[config.mk]
export PLATFORM = sky130hd
export DESIGN_NAME = _rf_wr_sched
export DESIGN_NICKNAME = d
export VERILOG_FILES = /design/src/rtl/_rf_wr_sched.sv
export SDC_FILE = /design/constraint.sdc
export NUM_CORES = 1
export LEC_CHECK = 0
export CAP_MARGIN = 30
export CORE_MARGIN = 2
export CORE_UTILIZATION = 39
export DETAILED_ROUTE_END_ITERATION = 16
export PLACE_DENSITY = 0.9
export SETUP_SLACK_MARGIN = 0.4
export SYNTH_ARGS = -nofsm -noshare
export SYNTH_HDL_FRONTEND = slang
export SYNTH_SLANG_ARGS = --single-unit
[constraint.sdc]
create_clock -name clk -period 2.5 [get_ports clk]
set_input_delay 0.75 -clock clk [delete_from_list [all_inputs] [get_ports clk]]
set_output_delay 0.75 -clock clk [all_outputs]
set_load 0.05 [all_outputs]
[src/rtl/_rf_wr_sched.sv]
// Write-port scheduler for the 32-entry register file.
// Arbitrates the ALU (A) and load (B) writeback paths onto one registered
// write port and produces the one-hot write select alongside the address.
// Optional build macro: RF_SCRUB_EN. When it is defined, a post-reset scrub
// writes zero to registers 1..31 before any requester is served.
module _rf_wr_sched #(
    parameter int XLEN = 32,
    parameter bit FAIR = 1'b1
) (
    input  logic            clk,
    input  logic            rst,
    input  logic            a_valid,
    output logic            a_ready,
    input  logic [4:0]      a_addr,
    input  logic [XLEN-1:0] a_data,
    input  logic            b_valid,
    output logic            b_ready,
    input  logic [4:0]      b_addr,
    input  logic [XLEN-1:0] b_data,
    output logic            wr_en,
    output logic [4:0]      wr_addr,
    output logic [XLEN-1:0] wr_data,
    output logic [31:0]     wr_sel,
    output logic            busy
);

    logic            run;         // requesters may be granted this cycle
    logic            scrub_wr;    // scrub owns the write port this cycle
    logic [4:0]      scrub_addr;  // register being scrubbed

    logic            prio_b_q, prio_b_d;  // 1: B wins the next tie
    logic            acc_a, acc_b;

    logic            wr_en_q, wr_en_d;
    logic [4:0]      wr_addr_q, wr_addr_d;
    logic [XLEN-1:0] wr_data_q, wr_data_d;
    logic [31:0]     wr_sel_q, wr_sel_d;

`ifdef RF_SCRUB_EN
    typedef enum logic {SCRUB, RUN} state_t;

    state_t   state_q, state_d;
    logic [4:0] cnt_q, cnt_d;

    // State and scrub counter register; reset restarts the scrub at x1.
    always_ff @(posedge clk) begin
        if (rst) begin
            state_q <= SCRUB;
            cnt_q   <= 5'd1;
        end else begin
            state_q <= state_d;
            cnt_q   <= cnt_d;
        end
    end

    // Next state: one scrub write per cycle, leave after register 31.
    always_comb begin
        state_d  = state_q;
        cnt_d    = cnt_q;
        scrub_wr = 1'b0;
        run      = 1'b0;
        case (state_q)
            SCRUB: begin
                scrub_wr = 1'b1;
                cnt_d    = cnt_q + 5'd1;
                if (cnt_q == 5'd31) begin
                    state_d = RUN;
                end
            end
            RUN: begin
                run = 1'b1;
            end
            default: begin
                state_d = RUN;
            end
        endcase
    end

    assign scrub_addr = cnt_q;
    assign busy       = (state_q == SCRUB);
`else
    assign run        = 1'b1;
    assign scrub_wr   = 1'b0;
    assign scrub_addr = 5'd0;
    assign busy       = 1'b0;
`endif

    // Grant: single requester always wins; ties go round-robin or to A.
    always_comb begin
        a_ready = 1'b0;
        b_ready = 1'b0;
        if (run) begin
            if (a_valid && b_valid) begin
                if (FAIR && prio_b_q) begin
                    b_ready = 1'b1;
                end else begin
                    a_ready = 1'b1;
                end
            end else begin
                a_ready = a_valid;
                b_ready = b_valid;
            end
        end
    end

    assign acc_a = a_valid && a_ready;
    assign acc_b = b_valid && b_ready;

    // Priority pointer moves only on an accepted grant.
    always_comb begin
        prio_b_d = prio_b_q;
        if (acc_a) begin
            prio_b_d = 1'b1;
        end else if (acc_b) begin
            prio_b_d = 1'b0;
        end
    end

    // Round-robin pointer register; reset gives A priority.
    always_ff @(posedge clk) begin
        if (rst) begin
            prio_b_q <= 1'b0;
        end else begin
            prio_b_q <= prio_b_d;
        end
    end

    // Write-port next state; x0 writes load addr/data but never strobe.
    always_comb begin
        wr_en_d   = 1'b0;
        wr_addr_d = wr_addr_q;
        wr_data_d = wr_data_q;
        wr_sel_d  = 32'd0;
        if (scrub_wr) begin
            wr_en_d   = 1'b1;
            wr_addr_d = scrub_addr;
            wr_data_d = '0;
            wr_sel_d  = 32'd1 << scrub_addr;
        end else if (acc_a) begin
            wr_en_d   = (a_addr != 5'd0);
            wr_addr_d = a_addr;
            wr_data_d = a_data;
            wr_sel_d  = (a_addr != 5'd0) ? (32'd1 << a_addr) : 32'd0;
        end else if (acc_b) begin
            wr_en_d   = (b_addr != 5'd0);
            wr_addr_d = b_addr;
            wr_data_d = b_data;
            wr_sel_d  = (b_addr != 5'd0) ? (32'd1 << b_addr) : 32'd0;
        end
    end

    // Output registers; select is registered with the address, not decoded after.
    always_ff @(posedge clk) begin
        if (rst) begin
            wr_en_q   <= 1'b0;
            wr_addr_q <= 5'd0;
            wr_data_q <= '0;
            wr_sel_q  <= 32'd0;
        end else begin
            wr_en_q   <= wr_en_d;
            wr_addr_q <= wr_addr_d;
            wr_data_q <= wr_data_d;
            wr_sel_q  <= wr_sel_d;
        end
    end

    assign wr_en   = wr_en_q;
    assign wr_addr = wr_addr_q;
    assign wr_data = wr_data_q;
    assign wr_sel  = wr_sel_q;

endmodule

==> results of run 1 <==
kinds of logic (layout without fill, tap and decap cells):
group,count (synthesis),in the layout,synth area share (%)
AO/OA/AOI/OAI,40,40,9.81
buffers and inverters,30,189,5.15
flip-flops,71,71,50.9
other,1,2,0.134
AND/OR/NAND/NOR,191,191,34.0
synthesized netlist by cell type, types with 2 or more instances:
cell      number
nor2_1        79
dfxtp_1       71
nor3_1        35
nor4_1        35
o22ai_1       26
clkbuf_1      14
nand2_1       11
buf_2         10
a21oi_1        5
nand3_1        5
nor2b_1        4
or2_2          4
buf_4          3
nand4_1        3
nand4b_1       3
o22ai_2        3
a211oi_1       2
nand2b_1       2
nand3b_1       2
or3b_2         2
worst register-to-register path, delay by kind of cell (launching register included):
family | cells | cell delay [ns]
AND/OR/NAND/NOR | 1 | 0.51
flip-flops | 1 | 0.34
buffers and inverters | 3 | 0.45
AO/OA/AOI/OAI | 2 | 0.36
repair_timing:
item | CTS | global route
buffers inserted | 2 | 1
gates resized for setup | 83 | 1
endpoints found under the setup margin | 73 | 2
hold buffers | 0 | 0
sequential cells by signal, indices dropped and copies added (netlist names):
name and count:
wr_addr 5, wr_en 1, wr_sel 32, prio_b_q 1, wr_data 32
worst paths after layout:
path / from / to / slack [ns] / depth (start not counted)
max: a_addr[1] / wr_sel[26] / 0.44 / 4
min: wr_data[10] / wr_data[10] / 0.50 / 2
max reg2reg: prio_b_q / wr_sel[2] / 0.77 / 6
min reg2reg: wr_data[10] / wr_data[10] / 0.50 / 2
power by group through the flow:
stage	Combinational [W]	Clock, W	Sequential, W
after global routing	0.000713	0.000931	0.00122
after CTS	0.000671	0.000876	0.00121
after detailed placement	0.000701	0	0.00124
after global placement	0.000691	0	0.00124
final	0.000673	0.000864	0.00121
after floorplan	0.000197	0	0.00144
cell type report:
| type | count | area (µm²) |
|---|---|---|
| clock inverters | 7 | 61.3 |
| repair buffers | 172 | 1590 |
| fillers | 590 | 2310 |
| well taps | 96 | 120 |
| inverters | 1 | 8.76 |
| flip-flops and latches | 71 | 1420 |
| multi-input cells | 233 | 1240 |
| clock buffers | 9 | 124 |
stage by stage:
stage | cells | utilization (%)
4_1_cts | 588 | 66.4
2_1_floorplan | 334 | -
6_report | 589 | 66.4
5_1_grt | 589 | 66.4
3_3_place_gp | 570 | 64.6
3_5_place_dp | 570 | 64.6
per-layer routing:
| layer | track usage, % | share of wire, % | wire length [µm] |
|---|---|---|---|
| met4 | 9.92 | 2.7 | 251 |
| met3 | 7.84 | 8.7 | 803 |
| met1 | 27.3 | 38 | 3500 |
| met5 | 0 | 0 | 0 |
| met2 | 41.0 | 50 | 4640 |
==> run_summary.xml, run 1 <==
<?xml version="1.0" encoding="UTF-8"?>
<metrics>
  <group name="logic_synthesis">
    <metric name="synth.top_cells.by_area" unit="">dfxtp_1 (51%), nor2_1 (11%), nor4_1 (7.8%)</metric>
    <metric name="synthDominantAreaCellType" unit="">dfxtp_1</metric>
    <metric name="synthesis.yosys.warnings" unit="">0</metric>
    <metric name="synth.ff_latch_count" unit="">71</metric>
    <metric name="synth_area_per_cell" unit="µm²">8.39</metric>
    <metric name="synth_edf_count" unit="">0</metric>
    <metric name="syn_area" unit="µm²">2790</metric>
    <metric name="synth_cell_types" unit="">34</metric>
    <metric name="seq_area_frac_synth" unit="%">50.9</metric>
    <metric name="postSynth.topFlopCell" unit="">dfxtp_1</metric>
    <metric name="post_synth_inst_count" unit="">333</metric>
    <metric name="synthDominantCellAreaShare" unit="%">50.9</metric>
    <metric name="ys_async_sr_fraction" unit="%">0</metric>
  </group>
  <group name="critical_path">
    <metric name="start_to_end_type_of_the_worst_setup_path" unit="">in2reg</metric>
    <metric name="arrival" unit="ns">2.32</metric>
    <metric name="worst_path_max_delay_cell" unit="">clkdlybuf4s50_1</metric>
    <metric name="cp-end-kind" unit="">register</metric>
    <metric name="startpoint_type" unit="">input port</metric>
    <metric name="cp_peak_stage_delay" unit="ns">0.60</metric>
    <metric name="timing.critical_path.buf_inv" unit="">1</metric>
    <metric name="ordered_list_of_cells_on_the_worst_path" unit="">clkdlybuf4s50_1 &gt; or3b_2 &gt; or2_2 &gt; o22ai_1</metric>
    <metric name="worstPathMaxFanout" unit="">7</metric>
    <metric name="critical-path-top-delay-family" unit="">simple AND/OR/NAND/NOR gates</metric>
    <metric name="cp.required" unit="ns">2.76</metric>
  </group>
  <group name="timing">
    <metric name="max_slew.worst_pin.slew" unit="ns">0.741</metric>
    <metric name="layout_setup_ws" unit="ns">0.441</metric>
    <metric name="grt_setup_unrepaired" unit="">false</metric>
    <metric name="final-setup-viol-count" unit="">0</metric>
    <metric name="report.final.slew_viol_count" unit="">0</metric>
    <metric name="finalSetupTns" unit="ns">0</metric>
    <metric name="final.setup_skew" unit="ns">0.00913</metric>
    <metric name="timing.max_slew.rel_slack" unit="%">50.6</metric>
    <metric name="layout_min_cycle_time" unit="ns">2.06</metric>
    <metric name="worst_hold_slack" unit="ns">0.497</metric>
    <metric name="period_share" unit="%">82.4</metric>
    <metric name="max_freq" unit="GHz">0.486</metric>
    <metric name="hold_viol" unit="">0</metric>
  </group>
  <group name="pwr">
    <metric name="portion_of_total_power_attributed_to_sequential_cells" unit="%">44.1</metric>
    <metric name="total_power" unit="W">0.00275</metric>
    <metric name="comb_power_share" unit="%">24.5</metric>
    <metric name="sw_frac_of_total" unit="%">33.7</metric>
    <metric name="p_int" unit="W">0.00183</metric>
    <metric name="p_switching" unit="W">0.000926</metric>
    <metric name="power_density" unit="nW/µm²">603</metric>
    <metric name="cellLeakagePower" unit="nW">1.99</metric>
    <metric name="vdd.ir_drop.worst" unit="µV">295</metric>
    <metric name="p_clk_share" unit="%">31.4</metric>
  </group>
  <group name="clock_network">
    <metric name="cts_buffer_depth" unit="">2</metric>
    <metric name="clk_root_buffer_cell" unit="">clkbuf_8</metric>
    <metric name="cts_num_sinks" unit="">71</metric>
    <metric name="cts-htree-levels" unit="">3</metric>
    <metric name="clk_transition_reported_paths" unit="ns">0.08</metric>
    <metric name="clk-insertion-delay-late" unit="ns">0.35</metric>
    <metric name="cts-buffers-inserted" unit="">9</metric>
    <metric name="cts_tree" unit="">done</metric>
  </group>
  <group name="layout">
    <metric name="n_antenna_cell" unit="">0</metric>
    <metric name="layout-drive-gt1-share" unit="%">11.8</metric>
    <metric name="post_route_standard_cell_area_excluding_fillers" unit="µm²">4560</metric>
    <metric name="layout_common_cells" unit="">nor2_1 (78), clkdlybuf4s50_1 (75), dfxtp_1 (71), dlygate4sd2_1 (70)</metric>
    <metric name="area_added_between_synthesis_and_finish" unit="%">63.4</metric>
    <metric name="most_common_cell_after_layout_fill_and_taps_aside" unit="">nor2_1</metric>
    <metric name="final_nets" unit="">566</metric>
  </group>
  <group name="global_routing">
    <metric name="grt_pass1_vias" unit="">3087</metric>
    <metric name="antenna_found_initial" unit="">0</metric>
    <metric name="track_usage" unit="%">23.9</metric>
    <metric name="grt_pass1_wl" unit="µm">14600</metric>
    <metric name="maximum_number_of_pins_on_one_net_before_global_route_repair" unit="">38</metric>
    <metric name="gr-total-overflow" unit="">0</metric>
  </group>
  <group name="placed_design">
    <metric name="post_place_worst_slack" unit="ns">-0.0426</metric>
    <metric name="dp_hpwl" unit="µm">6870</metric>
    <metric name="numPortBuffers" unit="">149</metric>
    <metric name="gp_congestion" unit="">0.933</metric>
    <metric name="dpl_cell_area" unit="µm²">4430</metric>
  </group>
  <group name="floorplan">
    <metric name="design.die.area" unit="µm²">7850</metric>
    <metric name="initial_core_util" unit="%">40.7</metric>
    <metric name="die_width" unit="µm">88.6</metric>
    <metric name="floorplan.rows" unit="">30</metric>
    <metric name="floorplan.io_pins" unit="">151</metric>
    <metric name="core_region_area" unit="µm²">6870</metric>
    <metric name="fp.dieH" unit="µm">88.6</metric>
  </group>
  <group name="drt">
    <metric name="detail_route.drc_violations" unit="">0</metric>
    <metric name="drt_wl_total" unit="µm">9190</metric>
    <metric name="post_drt_via_cell_ratio" unit="">5.36</metric>
    <metric name="firstDrtPassIters" unit="">4</metric>
    <metric name="average_routed_wire_per_standard_cell" unit="µm">15.6</metric>
    <metric name="drt_first_iter_violations" unit="">261</metric>
    <metric name="postRouteAntennaNets" unit="">0</metric>
    <metric name="vias" unit="">3156</metric>
  </group>
  <group name="worst_hold_path">
    <metric name="timing.hold.worst.class" unit="">reg2reg</metric>
  </group>
  <group name="job">
    <metric name="drv.max_cap_violation_count" unit="">0</metric>
  </group>
  <group name="outcome">
    <metric name="outcome" unit="">complete, no violations</metric>
  </group>
</metrics>
(Power assumes the default switching activity.)
==> run 2: changes to the inputs <==
Clock period 2.5 ns to 2 ns, I/O delays scaled along.
==> run_summary.xml, run 2 (same netlist as run 1, synthesis figures left out) <==
<?xml version="1.0" encoding="UTF-8"?>
<metrics>
  <group name="layout">
    <metric name="finish.utilization" unit="%">69.3</metric>
    <metric name="most_common_cell_after_layout_fill_and_taps_aside" unit="">buf_4</metric>
    <metric name="area_added_between_synthesis_and_finish" unit="%">70.3</metric>
    <metric name="fin_cells" unit="">605</metric>
    <metric name="final.fill_count" unit="">534</metric>
    <metric name="layout_common_cells" unit="">buf_4 (102), nor2_1 (78), dfxtp_1 (70), clkdlybuf4s50_1 (64)</metric>
    <metric name="final_nets" unit="">582</metric>
    <metric name="layout-drive-gt1-share" unit="%">29.7</metric>
    <metric name="multi_input_comb_area" unit="µm²">1280</metric>
    <metric name="n_antenna_cell" unit="">0</metric>
    <metric name="seq_area" unit="µm²">1420</metric>
  </group>
  <group name="clock_network">
    <metric name="ctsHoldBuffers" unit="">0</metric>
    <metric name="clk_root_buffer_cell" unit="">clkbuf_8</metric>
    <metric name="cts-htree-levels" unit="">3</metric>
    <metric name="cts_tree" unit="">done</metric>
    <metric name="cts_buffer_depth" unit="">2</metric>
    <metric name="cts_num_sinks" unit="">71</metric>
    <metric name="clk_transition_reported_paths" unit="ns">0.07</metric>
    <metric name="clk-insertion-delay-late" unit="ns">0.35</metric>
    <metric name="cts-buffers-inserted" unit="">9</metric>
  </group>
  <group name="job">
    <metric name="drv.max_cap_violation_count" unit="">0</metric>
  </group>
  <group name="global_routing">
    <metric name="maximum_number_of_pins_on_one_net_before_global_route_repair" unit="">25</metric>
    <metric name="track_usage" unit="%">24.3</metric>
    <metric name="antenna_found_initial" unit="">0</metric>
    <metric name="grt_pass1_vias" unit="">3167</metric>
    <metric name="gr-total-overflow" unit="">0</metric>
    <metric name="grt_pass1_wl" unit="µm">14700</metric>
  </group>
  <group name="timing">
    <metric name="layout_min_cycle_time" unit="ns">1.73</metric>
    <metric name="grt_setup_unrepaired" unit="">true</metric>
    <metric name="report.final.slew_viol_count" unit="">0</metric>
    <metric name="hold_viol" unit="">0</metric>
    <metric name="worst_hold_slack" unit="ns">0.495</metric>
    <metric name="max_freq" unit="GHz">0.578</metric>
    <metric name="period_share" unit="%">86.5</metric>
    <metric name="layout_setup_ws" unit="ns">0.269</metric>
    <metric name="final-setup-viol-count" unit="">0</metric>
    <metric name="final.setup_skew" unit="ns">0.00956</metric>
  </group>
  <group name="drt">
    <metric name="top_layer_used" unit="">met4</metric>
    <metric name="postRouteAntennaNets" unit="">0</metric>
    <metric name="drt_wl_total" unit="µm">9730</metric>
    <metric name="wire_length_on_met1" unit="µm">3870</metric>
    <metric name="average_routed_wire_per_standard_cell" unit="µm">16.1</metric>
    <metric name="detailroute.wirelength.met2" unit="µm">4700</metric>
    <metric name="firstDrtPassIters" unit="">5</metric>
    <metric name="vias" unit="">3297</metric>
    <metric name="detail_route.drc_violations" unit="">0</metric>
    <metric name="dr_wl_met3" unit="µm">807</metric>
    <metric name="post_drt_via_cell_ratio" unit="">5.45</metric>
    <metric name="drt_first_iter_violations" unit="">201</metric>
  </group>
  <group name="critical_path">
    <metric name="cp.required" unit="ns">1.40</metric>
    <metric name="arrival" unit="ns">1.13</metric>
    <metric name="start_to_end_type_of_the_worst_setup_path" unit="">in2out</metric>
    <metric name="worstPathMaxFanout" unit="">2</metric>
    <metric name="startpoint_type" unit="">input port</metric>
    <metric name="cp-end-kind" unit="">primary output</metric>
  </group>
  <group name="pwr">
    <metric name="power_density" unit="nW/µm²">790</metric>
    <metric name="cellLeakagePower" unit="nW">2.02</metric>
    <metric name="vdd.ir_drop.worst" unit="µV">480</metric>
  </group>
  <group name="placed_design">
    <metric name="gp_congestion" unit="">0.900</metric>
    <metric name="place.detailed.instances" unit="">586</metric>
    <metric name="post_place_worst_slack" unit="ns">-0.282</metric>
    <metric name="numPortBuffers" unit="">149</metric>
    <metric name="dp_hpwl" unit="µm">6970</metric>
  </group>
  <group name="floorplan">
    <metric name="initial_core_util" unit="%">40.7</metric>
    <metric name="design.die.area" unit="µm²">7850</metric>
    <metric name="core_region_area" unit="µm²">6870</metric>
    <metric name="floorplan.io_pins" unit="">151</metric>
    <metric name="fp.dieH" unit="µm">88.6</metric>
    <metric name="floorplan.rows" unit="">30</metric>
    <metric name="die_width" unit="µm">88.6</metric>
  </group>
  <group name="worst_hold_path">
    <metric name="timing.hold.worst.class" unit="">reg2reg</metric>
  </group>
  <group name="outcome">
    <metric name="outcome" unit="">complete, no violations</metric>
  </group>
</metrics>
==> run 2: cell types whose count changed in the layout (fill, tap and decap cells not counted), sizes merged, moves of 2 or more <==
cell           previous run  this run
dlymetal6s2s              0         3
bufinv                    0         2
buf                      27       113
clkdlybuf4s50            75        64
inv                       5         3
dlygate4sd2              70         8
clkinvlp                  2         0
==> run 2: layout make-up <==
type,instances,area share (%)
clock buffers,10,2.89
clock inverters,6,1.92
inverters,1,0.237
multi-input cells,233,26.8
flip-flops and latches,71,29.9
well taps,96,2.52
repair buffers,188,35.7
==> run 2: timing repair <==
item,CTS,global route
resized for setup,27,10
pin swaps,5,2
setup endpoints to repair,71,13
setup buffers,2,1
==> run 2: power breakdown <==
part           internal (W)  switching (W)  total (W)
Combinational      0.000383       0.000537   0.000920
Clock              0.000745       0.000570    0.00131
Sequential          0.00149      0.0000375    0.00152
==> run 2: path summary, 6_finish.rpt <==
path | start | end | slack (ns) | cells past startpoint
max | b_valid | a_ready | 0.27 | 4
min reg2reg | wr_addr[0] | wr_addr[0] | 0.49 | 2
max reg2reg | prio_b_q | wr_sel[2] | 0.45 | 5
min | wr_addr[0] | wr_addr[0] | 0.49 | 2
==> run 2: through the flow <==
stage	instance area [µm²]	TNS, ns	power (W)
final	4760	0	0.00376
after global routing	4760	0	0.00388
after CTS	4720	0	0.00376
after detailed placement	4450	-9.90	0.00245
after global placement	4450	-7.66	0.00243
after floorplan	2850	0	0.00205
==> run 2: critical path, cell delays in order <==
cell and delay [ns]:
buf_6 0.10, a21bo_4 0.24, inv_8 0.06, buf_8 0.13
==> run 2: per-layer routing <==
metal / track usage (%) / vias up
li1: - / 1533
met1: 27.6 / 1518
met5: 0 / -
met3: 6.62 / 37
met4: 12.5 / 0
met2: 41.5 / 209
==> run 3: changes to the inputs <==
Settings changed: CORE_UTILIZATION 39 to 40, CTS_BUF_LIST set to sky130_fd_sc_hd__clkbuf_8, PLACE_DENSITY 0.9 to 0.92.
==> run_summary.xml, run 3 (same netlist as run 1, synthesis figures left out) <==
<?xml version="1.0" encoding="UTF-8"?>
<metrics>
  <group name="outcome">
    <metric name="outcome" unit="">complete, no violations</metric>
  </group>
  <group name="clock_network">
    <metric name="cts-buffers-inserted" unit="">9</metric>
    <metric name="cts-htree-levels" unit="">3</metric>
    <metric name="cts_num_sinks" unit="">71</metric>
    <metric name="clk-insertion-delay-late" unit="ns">0.35</metric>
    <metric name="clk_transition_reported_paths" unit="ns">0.08</metric>
    <metric name="clk_root_buffer_cell" unit="">clkbuf_8</metric>
    <metric name="cts_buffer_depth" unit="">2</metric>
    <metric name="ctsHoldBuffers" unit="">0</metric>
    <metric name="cts_tree" unit="">done</metric>
  </group>
  <group name="global_routing">
    <metric name="grt_pass1_vias" unit="">3172</metric>
    <metric name="antenna_found_initial" unit="">0</metric>
    <metric name="gr-total-overflow" unit="">0</metric>
    <metric name="grt_pass1_wl" unit="µm">14900</metric>
    <metric name="maximum_number_of_pins_on_one_net_before_global_route_repair" unit="">39</metric>
    <metric name="track_usage" unit="%">24.8</metric>
  </group>
  <group name="drt">
    <metric name="drt_first_iter_violations" unit="">175</metric>
    <metric name="vias" unit="">3254</metric>
    <metric name="drt_wl_total" unit="µm">9450</metric>
    <metric name="firstDrtPassIters" unit="">4</metric>
    <metric name="detail_route.drc_violations" unit="">0</metric>
    <metric name="postRouteAntennaNets" unit="">0</metric>
    <metric name="average_routed_wire_per_standard_cell" unit="µm">16.0</metric>
    <metric name="post_drt_via_cell_ratio" unit="">5.52</metric>
  </group>
  <group name="layout">
    <metric name="layout-drive-gt1-share" unit="%">29.6</metric>
    <metric name="multi_input_comb_area" unit="µm²">1270</metric>
    <metric name="most_common_cell_after_layout_fill_and_taps_aside" unit="">buf_4</metric>
    <metric name="area_added_between_synthesis_and_finish" unit="%">66.7</metric>
    <metric name="fin_cells" unit="">590</metric>
    <metric name="n_antenna_cell" unit="">0</metric>
    <metric name="layout_common_cells" unit="">buf_4 (104), nor2_1 (78), dfxtp_1 (70), clkdlybuf4s50_1 (65)</metric>
    <metric name="final_nets" unit="">583</metric>
    <metric name="seq_area" unit="µm²">1420</metric>
    <metric name="final.fill_count" unit="">545</metric>
  </group>
  <group name="placed_design">
    <metric name="post_place_worst_slack" unit="ns">-0.298</metric>
    <metric name="dp_hpwl" unit="µm">6890</metric>
    <metric name="place.detailed.instances" unit="">569</metric>
    <metric name="gp_congestion" unit="">0.873</metric>
    <metric name="numPortBuffers" unit="">149</metric>
  </group>
  <group name="timing">
    <metric name="layout_min_cycle_time" unit="ns">1.74</metric>
    <metric name="period_share" unit="%">87.2</metric>
    <metric name="report.final.slew_viol_count" unit="">0</metric>
    <metric name="hold_viol" unit="">0</metric>
    <metric name="max_freq" unit="GHz">0.573</metric>
    <metric name="final-setup-viol-count" unit="">0</metric>
    <metric name="layout_setup_ws" unit="ns">0.255</metric>
    <metric name="grt_setup_unrepaired" unit="">true</metric>
    <metric name="final.setup_skew" unit="ns">0.0106</metric>
    <metric name="worst_hold_slack" unit="ns">0.495</metric>
  </group>
  <group name="critical_path">
    <metric name="startpoint_type" unit="">input port</metric>
    <metric name="reg2reg_depth" unit="">5</metric>
    <metric name="worst_r2r_endpoint" unit="">wr_sel[2]</metric>
    <metric name="cp.required" unit="ns">1.40</metric>
    <metric name="setup.reg_to_reg.worst_slack" unit="ns">0.46</metric>
    <metric name="worstPathMaxFanout" unit="">2</metric>
    <metric name="start_to_end_type_of_the_worst_setup_path" unit="">in2out</metric>
    <metric name="arrival" unit="ns">1.14</metric>
    <metric name="worst_reg2reg_path_startpoint" unit="">prio_b_q</metric>
    <metric name="cp-end-kind" unit="">primary output</metric>
  </group>
  <group name="floorplan">
    <metric name="die_width" unit="µm">87.6</metric>
    <metric name="design.die.area" unit="µm²">7670</metric>
    <metric name="floorplan.io_pins" unit="">151</metric>
    <metric name="fp.dieH" unit="µm">87.6</metric>
    <metric name="core_region_area" unit="µm²">6760</metric>
    <metric name="initial_core_util" unit="%">41.3</metric>
    <metric name="floorplan.rows" unit="">30</metric>
  </group>
  <group name="pwr">
    <metric name="p_clk_share" unit="%">31.0</metric>
    <metric name="cellLeakagePower" unit="nW">1.96</metric>
    <metric name="p_switching" unit="W">0.00118</metric>
    <metric name="comb_power_share" unit="%">25.6</metric>
    <metric name="sw_frac_of_total" unit="%">33.6</metric>
    <metric name="total_power" unit="W">0.00352</metric>
    <metric name="p_int" unit="W">0.00234</metric>
    <metric name="vdd.ir_drop.worst" unit="µV">429</metric>
    <metric name="portion_of_total_power_attributed_to_sequential_cells" unit="%">43.4</metric>
    <metric name="power_density" unit="nW/µm²">755</metric>
  </group>
  <group name="worst_hold_path">
    <metric name="whs_path_depth" unit="">2</metric>
    <metric name="timing.hold.worst.class" unit="">reg2reg</metric>
    <metric name="hold_worst_path_end" unit="">prio_b_q</metric>
    <metric name="timing.hold.worst.start" unit="">prio_b_q</metric>
  </group>
  <group name="job">
    <metric name="drv.max_cap_violation_count" unit="">0</metric>
  </group>
</metrics>
-- run 3: changes by cell type in the layout (fill, tap and decap cells not counted), moves of 2 or more --
cell             delta
inv_8               +2
dlymetal6s2s_1      -3
buf_12              -3
clkinvlp_4          +2
buf_6               +3
bufinv_16           -2
clkdlybuf4s15_1     +2
buf_4               +2
-- run 3: worst max path at each step --
stage	start	end	slack, ns
2_1_floorplan	b_valid	a_ready	0.20
3_3_place_gp	a_valid	a_ready	-0.22
3_5_place_dp	a_valid	wr_sel[2]	-0.30
4_1_cts	a_valid	b_ready	0.27
5_1_grt	a_valid	b_ready	0.24
6_report	a_valid	b_ready	0.26
-- run 3: stage by stage --
stage	setup TNS, ns	area, µm²	utilization, %
CTS	0	4630	68.6
floorplan	0	2850	-
finish	0	4660	68.9
global route	0	4660	68.9
global placement	-6.14	4370	64.7
detailed placement	-11.36	4370	64.7
-- run 3: power groups by stage --
stage / Sequential, W / Combinational [W] / Clock, W
CTS: 0.00153 / 0.000891 / 0.00110
global route: 0.00153 / 0.000952 / 0.00116
global placement: 0.00155 / 0.000858 / 0
finish: 0.00153 / 0.000901 / 0.00109
floorplan: 0.00180 / 0.000252 / 0
detailed placement: 0.00156 / 0.000875 / 0
-- run 3: repair_timing --
action | in CTS | in global routing
endpoints found under the setup margin | 71 | 23
gates resized for setup | 34 | 6
setup buffers | 5 | 0
pin swaps | 6 | 5
-- run 3: metal layers --
layer  vias up  track usage, %  wire [µm]  share of wire, %
li1       1546               -          -                 -
met1      1524            28.6       3710                39
met2       158            42.0       4740                50
met3        26            7.07        757               8.0
met4         0            12.2        250               2.6
met5         -               0          0                 0
-- run 3: cell type report --
| cell class | count | share of cell area, % |
|---|---|---|
| timing repair buffer | 189 | 35.7 |
| sequential | 71 | 30.6 |
| multi-input combinational | 233 | 27.3 |
| clock buffer | 9 | 2.66 |
| tap | 80 | 2.15 |
| clock inverter | 7 | 1.37 |
| inverter | 1 | 0.242 |
-- run 3: critical path: stages --
cell and delay, ns:
buf_6 0.10, buf_6 0.11, nand2b_4 0.06, and2_4 0.14, buf_12 0.13
